--- src/rtl/mul_pkg.sv ---
// Shared types and defaults for the multiplier arbiter.
// Latency: n/a (declarations only).
// Backpressure: n/a.
package mul_pkg;

    localparam int OP_W_DEF    = 32;
    localparam int TIMEOUT_DEF = 64;

    typedef enum logic [1:0] {
        IDLE  = 2'd0,
        ISSUE = 2'd1,
        WAIT  = 2'd2,
        RESP  = 2'd3
    } mul_arb_state_t;

endpackage

--- src/rtl/rr_arbiter.sv ---
// Round-robin pick: first asserted request at or after ptr_i, wrapping modulo NREQ.
// Latency: purely combinational.
// Backpressure: none; the caller decides when the grant is consumed.
//
// Ports:
//   req_i      request vector
//   ptr_i      highest-priority index for this pick
//   gnt_o      one-hot grant (all-zero when no request)
//   gnt_idx_o  index of the granted requester
//   gnt_vld_o  at least one request is asserted
module rr_arbiter #(
    parameter  int NREQ = 4,
    localparam int IDW  = $clog2(NREQ)
) (
    input  logic [NREQ-1:0] req_i,
    input  logic [IDW-1:0]  ptr_i,
    output logic [NREQ-1:0] gnt_o,
    output logic [IDW-1:0]  gnt_idx_o,
    output logic            gnt_vld_o
);

    logic [IDW-1:0] scan_idx;
    logic           found;

    // Walk the requesters in priority order starting at ptr_i; the first hit wins.
    always_comb begin
        gnt_o     = '0;
        gnt_idx_o = '0;
        scan_idx  = '0;
        found     = 1'b0;
        for (int k = 0; k < NREQ; k++) begin
            scan_idx = IDW'((int'(ptr_i) + k) % NREQ);
            if (!found && req_i[scan_idx]) begin
                found            = 1'b1;
                gnt_o[scan_idx]  = 1'b1;
                gnt_idx_o        = scan_idx;
            end
        end
    end

    assign gnt_vld_o = |req_i;

endmodule

--- src/rtl/mul_arbiter.sv ---
// Shares one iterative multiplier between NREQ requesters with round-robin grants.
// Latency: accept T -> mul_start T+1 -> response one cycle after mul_done (or watchdog expiry).
// Backpressure: one request in flight; req_ready stays low until the response is taken on rsp_ready.
//
// Ports:
//   clk, rst_n                       clock, async active-low reset
//   req_valid/req_ready              per-requester handshake (ready is one-hot, IDLE only)
//   req_a, req_b                     packed operands, slice [i*OP_W +: OP_W] per requester
//   rsp_valid/rsp_ready              response handshake
//   rsp_id, rsp_result, rsp_err      requester index, product, watchdog-timeout flag
//   mul_start, mul_a, mul_b          start pulse and latched operands to the multiplier
//   mul_done, mul_result             completion pulse and product from the multiplier
module mul_arbiter
    import mul_pkg::*;
#(
    parameter  int NREQ    = 4,
    parameter  int OP_W    = OP_W_DEF,
    parameter  int TIMEOUT = TIMEOUT_DEF,
    localparam int IDW     = $clog2(NREQ)
) (
    input  logic                 clk,
    input  logic                 rst_n,
    input  logic [NREQ-1:0]      req_valid,
    output logic [NREQ-1:0]      req_ready,
    input  logic [NREQ*OP_W-1:0] req_a,
    input  logic [NREQ*OP_W-1:0] req_b,
    output logic                 rsp_valid,
    input  logic                 rsp_ready,
    output logic [IDW-1:0]       rsp_id,
    output logic [2*OP_W-1:0]    rsp_result,
    output logic                 rsp_err,
    output logic                 mul_start,
    output logic [OP_W-1:0]      mul_a,
    output logic [OP_W-1:0]      mul_b,
    input  logic                 mul_done,
    input  logic [2*OP_W-1:0]    mul_result
);

    // Wide enough to hold TIMEOUT-1 for any TIMEOUT >= 1.
    localparam int             WD_W    = $clog2(TIMEOUT + 1);
    localparam logic [WD_W-1:0] WD_LAST = WD_W'(TIMEOUT - 1);

    mul_arb_state_t      state_q;
    logic [IDW-1:0]      rr_ptr_q;
    logic [IDW-1:0]      id_q;
    logic [OP_W-1:0]     a_q;
    logic [OP_W-1:0]     b_q;
    logic [2*OP_W-1:0]   result_q;
    logic                err_q;
    logic                start_q;
    logic                rsp_vld_q;
    logic [WD_W-1:0]     wd_q;

    logic [NREQ-1:0]     gnt;
    logic [IDW-1:0]      gnt_idx;
    logic                gnt_vld;
    logic [IDW-1:0]      rr_ptr_d;

    rr_arbiter #(
        .NREQ (NREQ)
    ) u_rr_arbiter (
        .req_i     (req_valid),
        .ptr_i     (rr_ptr_q),
        .gnt_o     (gnt),
        .gnt_idx_o (gnt_idx),
        .gnt_vld_o (gnt_vld)
    );

    // Ready is only offered in IDLE; gating with rst_n keeps it low while reset is held
    // even though the state register already reads IDLE.
    assign req_ready = (rst_n && (state_q == IDLE)) ? gnt : '0;

    // Next pointer is one past the winner so the winner drops to lowest priority.
    assign rr_ptr_d = (gnt_idx == IDW'(NREQ - 1)) ? '0 : gnt_idx + IDW'(1);

    always_ff @(posedge clk or negedge rst_n) begin
        if (!rst_n) begin
            state_q   <= IDLE;
            rr_ptr_q  <= '0;
            id_q      <= '0;
            a_q       <= '0;
            b_q       <= '0;
            result_q  <= '0;
            err_q     <= 1'b0;
            start_q   <= 1'b0;
            rsp_vld_q <= 1'b0;
            wd_q      <= '0;
        end else begin
            start_q <= 1'b0;
            case (state_q)
                IDLE: begin
                    if (gnt_vld) begin
                        a_q      <= req_a[gnt_idx*OP_W +: OP_W];
                        b_q      <= req_b[gnt_idx*OP_W +: OP_W];
                        id_q     <= gnt_idx;
                        rr_ptr_q <= rr_ptr_d;
                        start_q  <= 1'b1;
                        state_q  <= ISSUE;
                    end
                end
                ISSUE: begin
                    wd_q    <= '0;
                    state_q <= WAIT;
                end
                WAIT: begin
                    // Completion takes priority over a watchdog expiring in the same cycle.
                    if (mul_done) begin
                        result_q  <= mul_result;
                        err_q     <= 1'b0;
                        rsp_vld_q <= 1'b1;
                        state_q   <= RESP;
                    end else if (wd_q == WD_LAST) begin
                        result_q  <= '0;
                        err_q     <= 1'b1;
                        rsp_vld_q <= 1'b1;
                        state_q   <= RESP;
                    end else begin
                        wd_q <= wd_q + WD_W'(1);
                    end
                end
                RESP: begin
                    if (rsp_ready) begin
                        rsp_vld_q <= 1'b0;
                        state_q   <= IDLE;
                    end
                end
                default: state_q <= IDLE;
            endcase
        end
    end

    assign rsp_valid  = rsp_vld_q;
    assign rsp_id     = id_q;
    assign rsp_result = result_q;
    assign rsp_err    = err_q;
    assign mul_start  = start_q;
    assign mul_a      = a_q;
    assign mul_b      = b_q;

endmodule

--- config.mk ---
export PLATFORM = sky130hd
export DESIGN_NAME = mul_arbiter
export DESIGN_NICKNAME = d
export VERILOG_FILES = /design/src/rtl/mul_pkg.sv /design/src/rtl/rr_arbiter.sv /design/src/rtl/mul_arbiter.sv
export SDC_FILE = /design/constraint.sdc
export NUM_CORES = 1
export LEC_CHECK = 0
export CAP_MARGIN = 20
export CORE_AREA = 2 2 183 185
export CTS_CLUSTER_SIZE = 24
export DETAILED_ROUTE_END_ITERATION = 8
export DIE_AREA = 0 0 185 187
export PLACE_DENSITY = 0.57
export SKIP_CTS_REPAIR_TIMING = 1
export SYNTH_ARGS = -nofsm -noshare
export SYNTH_HDL_FRONTEND = slang
export SYNTH_HIERARCHICAL = 1
export SYNTH_SLANG_ARGS = --single-unit
--- constraint.sdc ---
create_clock -name clk -period 3.86 [get_ports clk]
set_input_delay 0.579 -clock clk [delete_from_list [all_inputs] [get_ports clk]]
set_output_delay 0.579 -clock clk [all_outputs]
set_load 0.05 [all_outputs]
=== Word-level counts from Yosys, hierarchy flattened ===
Index checks and enable logic that the tools add are counted.

* Logic and storage cells: 105
* Register bits: 144
* Output and inout bits: 137
* Bits of input ports: 328

* Shift operators: 2
* Reduce and logical (&&, ||, !) cells: 21
* Add/sub/neg operators: 5
* Magnitude comparators: 8
* Bitwise gates (word level): 3
* Muxes and demuxes: 46
* Equality and inequality tests: 10

{| class="wikitable"
|+ Operators by type and width
! kind !! count
|-
| $shiftx A128 B8 Y32 || 2
|-
| $mux W64 || 2
|-
| $mux W4 || 5
|-
| $mux W2 || 9
|-
| $mux W1 || 17
|-
| $mux W7 || 2
|-
| $pmux W7 S2 || 1
|-
| $lt A2 B3 Y1 const B || 4
|-
| $or A4 B4 Y4 || 3
|-
| $reduce_and A3 Y1 || 3
|-
| $bmux W1 S2 || 4
|-
| $demux W1 S2 || 4
|-
| $ge A2 B1 Y1 const B || 4
|-
| $logic_and A1 B1 Y1 || 8
|-
| $ne A2 B2 Y1 const B || 4
|-
| $pmux W2 S4 || 1
|-
| $add A7 B1 Y7 const B || 1
|-
| $eq A7 B6 Y1 const B || 1
|-
| $eq A2 B2 Y1 const B || 3
|-
| $reduce_bool A2 Y1 || 3
|-
| $add A2 B1 Y2 const B || 2
|-
| $add A2 B2 Y2 const B || 2
|-
| $reduce_and A2 Y1 || 2
|-
| $reduce_or A4 Y1 || 1
|-
| 5 further kinds || 7
|}

=== Logic depth before layout (Yosys ltp) ===
* Depth after elaboration: 14
* Gate-level depth with buffers: 11
* Gate-level depth less buffers: 8

=== Modules after synthesis ===
Netlist, hierarchy kept.

{| class="wikitable"
|+ Modules (own cells, without submodules)
! module !! area each (um^2) !! instances !! sequential area each (um^2) !! cells each
|-
| mul_arbiter || 7010.5 || 1 || 3603.5 || 443
|-
| rr_arbiter || 411.6 || 1 || 0.0 || 49
|}

=== Least setup slack after synthesis ===
OpenSTA, ideal clock, no wires.

* Kind: register to register
* Start point: register rr_ptr_q[0]
* End point: register a_q[0], in the netlist mul_a[0]
* Data required time: 3.735 ns
* Library setup time: 0.125 ns
* Path buffers: 3
* Cell stages (with the launch flop): 11
* Clock period less this slack: 3.328 ns
* Arrival: 3.203 ns
* Setup slack: 0.532 ns
* Cells stage by stage: dfrtp_1 -> buf_2 -> inv_1 -> ha_1 -> mux4_2 -> nor4b_4 -> a22o_1 -> buf_2 -> clkbuf_1 -> mux4_2 -> mux2_2

* Longest elaborated chain between the ends: 13
* Elaborated cells on any way between the ends: 25
* Classes of those cells: add/sub (3); shift (1); mux (15); reduce/logical (6)

{| class="wikitable"
|+ RTL lines
! item !! line !! RTL
|-
| from (decl) || mul_arbiter.sv:44 || <nowiki>logic [IDW-1:0] rr_ptr_q;</nowiki>
|-
| from (signal assigned) || mul_arbiter.sv:96 || <nowiki>rr_ptr_q <= rr_ptr_d;</nowiki>
|-
| parallel branches: the longest is 11 deep, another holds $add A2 B1 Y2 || - ||
|-
| $mux W2 * || rr_arbiter.sv:33 || <nowiki>if (!found && req_i[scan_idx]) begin</nowiki>
|-
| net gnt_idx[1] || mul_arbiter.sv:55 || <nowiki>logic [IDW-1:0] gnt_idx;</nowiki>
|-
| $shiftx A128 B8 Y32 * || mul_arbiter.sv:93 || <nowiki>a_q <= req_a[gnt_idx*OP_W +: OP_W];</nowiki>
|-
| to (signal assigned) || mul_arbiter.sv:93 ||
|-
| to (decl) || mul_arbiter.sv:46 || <nowiki>logic [OP_W-1:0] a_q;</nowiki>
|}

Mark *: on every way through the listed nets, which the timed path passes. The select of a mux whose other input is x is not followed.
A chain may end at the register's enable or synchronous reset.

=== Worst setup path in the final report ===
* Start point: register rr_ptr_q[0]
* End point: output req_ready[1]

* Longest elaborated chain between the ends: 13
* Elaborated cells on any way between the ends: 48
* Classes of those cells: add/sub (3); order compare (8); mux (24); bitwise (3); reduce/logical (10)

{| class="wikitable"
|+ RTL lines
! item !! line !! RTL
|-
| parallel branches: the longest is 11 deep, another holds $lt A2 B3 Y1 || - ||
|-
| $mux W4 * || rr_arbiter.sv:33 ||
|-
| net gnt[1] || mul_arbiter.sv:54 || <nowiki>logic [NREQ-1:0] gnt;</nowiki>
|-
| $mux W4 * || mul_arbiter.sv:71 || <nowiki>assign req_ready = (rst_n && (state_q == IDLE)) ? gnt : '0;</nowiki>
|-
| to (decl) || mul_arbiter.sv:24 || <nowiki>output logic [NREQ-1:0] req_ready,</nowiki>
|}

Marked as above.

==> key figures <==
Power
  • Sequential Power Share: 0.202
  • Power density over the cells: 1003 mW/mm2
  • Worst VDD drop: 0.3686 mV
  • Leak: 5.314 nW
  • Gate power share: 0.672
  • Sw Share: 0.4533
  • Net Switching: 6.054 mW
  • Internal power: 7.302 mW
  • Clock power frac: 0.126

CTS
  • Root Driver: clkbuf_16
  • Clock sink count: 144
  • TritonCTS clock tree: yes
  • Clock latency on the worst-skew pair: 0.44 ns
  • Clock slew at reported path FFs: 0.06 ns
  • Clock buffer depth: 2
  • H-tree lvl count: 4
  • Number of CTS-inserted buffers: 17

Timing
  • Final Hold Fails: 0
  • Slew Limit Fails: 0
  • Fin crit period: 3.545 ns
  • Fmax: 0.2821 GHz
  • Slew headroom: 0.4093
  • RSZ-0062 raised after global routing: false
  • Clock Skew: 0.01105 ns
  • PnR worst setup slack: 0.3148 ns
  • Setup TNS: 0 ns
  • Slew @ Worst Pin: 0.8860 ns
  • Ratio of final minimum period to clock period: 0.9185
  • # setup viols final: 0

Final layout
  • Area Overhead vs Synth: 79.50%
  • Fin nets: 1,300
  • Post-route insts no fill: 1,422
  • Layout cells sized above 1: 0.2097

Global routing
  • GRT Util Overall: 0.1723
  • Gr ovfl total: 0
  • Initial antenna violation count: 3
  • First-pass GRT wire length: 43.66 mm
  • Vias in the first global route: 6,819
  • Pin count of the biggest net entering global routing: 68

Synth
  • EDFF count, synth: 0
  • Post-Synthesis Cells: 492
  • Top cells by area, synth: dfrtp_1 (49%), mux4_2 (21%), mux2_2 (10%)
  • #FFs+latches synth: 144
  • Most used flip-flop cell after synthesis: dfrtp_1
  • Ys async rst share: 1.000
  • Sequential fraction of the synthesis area: 0.4855
  • Unique masters post-synth: 44
  • Leading area contributor after synthesis: dfrtp_1
  • YS warnings: 6
  • Synth top area share: 0.4855
  • Syn Nets: 832
  • Cell Area, Synth: 0.007422 mm2
  • Avg Cell Area, Syn: 15.09 um2

Floorplanning
  • Row cnt: 67
  • Starting Density: 0.2259
  • Chip width: 185 um
  • I/O Pins: 465
  • Die area: 0.03460 mm2
  • Core footprint: 0.03286 mm2
  • Die Height: 187 um

Critical path
  • Crit-path max FO: 9
  • Arr. time, crit path: 2.97 ns
  • Critical Path RT: 3.28 ns
  • Crit path kind: flop to output pin
  • Reg2Reg Depth: 9
  • Worst Setup End Kind: output pin
  • Startpoint types: flop

Routing
  • Pre-antenna DRT Iters: 4
  • WL/cell: 21.11 um
  • Via density: 4.597
  • Drt drc: 0
  • Final wirelength: 30.02 mm
  • Via count: 6,537
  • Starting DRT DRC Count: 326
  • Routed Antenna Nets: 0

Min path
  • Worst hold-check path type: flop to flop
  • Hold depth: 1

Placement
  • HPWL after DPL: 23.33 mm
  • Pre-CTS setup slack: 0.2559 ns
  • IO buf count: 464
  • Placed insts: 1,388
  • RD Place Congestion: 0.9160

Job
  • Max Cap Viol: 0

Run status
  • Status: complete, no violations
==> sequential cells by signal, summed over array words and instances (netlist names) <==
register,cells
mul_start,1
wd_q,7
rsp_err,1
rsp_result,64
rsp_id,2
rsp_valid,1
rr_ptr_q,2
state_q,2
mul_b,32
mul_a,32
==> Yosys cell counts (all sizes together) (3+ instances only) <==
cell,n
mux4,68
clkbuf,5
nor2b,3
and3,4
nand3,3
dfrtp,144
ha,12
a21oi,7
o21ai,12
a21o,3
buf,34
nand2,7
mux2,68
a22oi,8
a22o,65
nor2,11
inv,11
==> critical path, stage by stage, from the launching register on <==
cell	delay, ns
dfrtp_1	0.51
inv_1	0.11
ha_1	0.40
mux4_2	0.45
nor4b_4	0.44
a22oi_1	0.11
o21ai_0	0.11
and3_1	0.25
buf_12	0.15
==> final timing paths <==
kind	startpoint	endpoint	slack [ns]
max reg2reg	rr_ptr_q[0]	mul_b[4]	0.56
min reg2reg	rsp_result[24]	rsp_result[24]	0.50
min	rsp_result[24]	rsp_result[24]	0.50
max	rr_ptr_q[0]	req_ready[1]	0.31
min in group asynchronous	rst_n	mul_b[25]	0.56
max in group asynchronous	rst_n	mul_a[10]	2.12
==> layout make-up <==
type	count	area, um2
clock buffer	20	456.7
antenna	1	2.502
clock inverter	12	133.9
tap	448	560.5
timing repair buffer	488	4931
inverter	11	41.29
sequential	144	3603
fill	3167	19540
multi-input combinational	298	3593
==> kinds of logic after synthesis <==
group,after synthesis,share of synthesized area
flip-flops,144,0.4855
multiplexers,137,0.3109
XOR/XNOR,2,0.002361
AND/OR/NAND/NOR,40,0.03169
adder cells (fa/ha/maj),12,0.02023
AO/OA/AOI/OAI,107,0.1150
buffers and inverters,50,0.03439
==> power groups by stage <==
stage | registers [mW] | logic, mW | clock network (mW)
after global routing | 2.79 | 9.47 | 1.80
final | 2.70 | 8.97 | 1.69
after detailed placement | 2.71 | 9.09 | 0
after global placement | 2.71 | 9.01 | 0
after floorplan | 5.01 | 3.72 | 0
after CTS | 2.70 | 9.11 | 1.75
==> placed cells by master, fill, tap and decap left out, types with 3 or more instances in the layout <==
cell	count
clkdlybuf4s50_1	459
dfrtp_1	144
mux4_2	68
mux2_2	68
a22o_1	64
buf_4	18
clkbuf_16	17
ha_1	12
inv_1	10
o21ai_0	10
nor2_1	10
buf_12	9
a22oi_1	8
a21oi_1	7
nand2_1	6
and3_1	4
a21o_1	3
clkinv_4	3
clkinv_2	3
nor2b_1	3
==> per-stage QoR <==
step	utilization	hold WS (ns)	cell area (um2)	power, mW
finish	0.4054	0.4976	13320	13.36
global route	0.4054	0.5070	13320	14.05
CTS	0.4050	-0.03089	13310	13.56
detailed placement	0.3871	0.4520	12720	11.79
global placement	0.3871	0.4569	12720	11.72
floorplan	-	0.2834	7422	8.736
==> metal layers <==
layer / global-route usage / vias to the layer above / share of wire
met3: 0.05588 / 38 / 0.070
met5: 0 / - / 0.0011
met4: 0.05647 / 4 / 0.018
met1: 0.2145 / 3363 / 0.42
met2: 0.2816 / 233 / 0.49
li1: - / 2899 / -
Note: power is estimated with default switching activity, not from simulation.
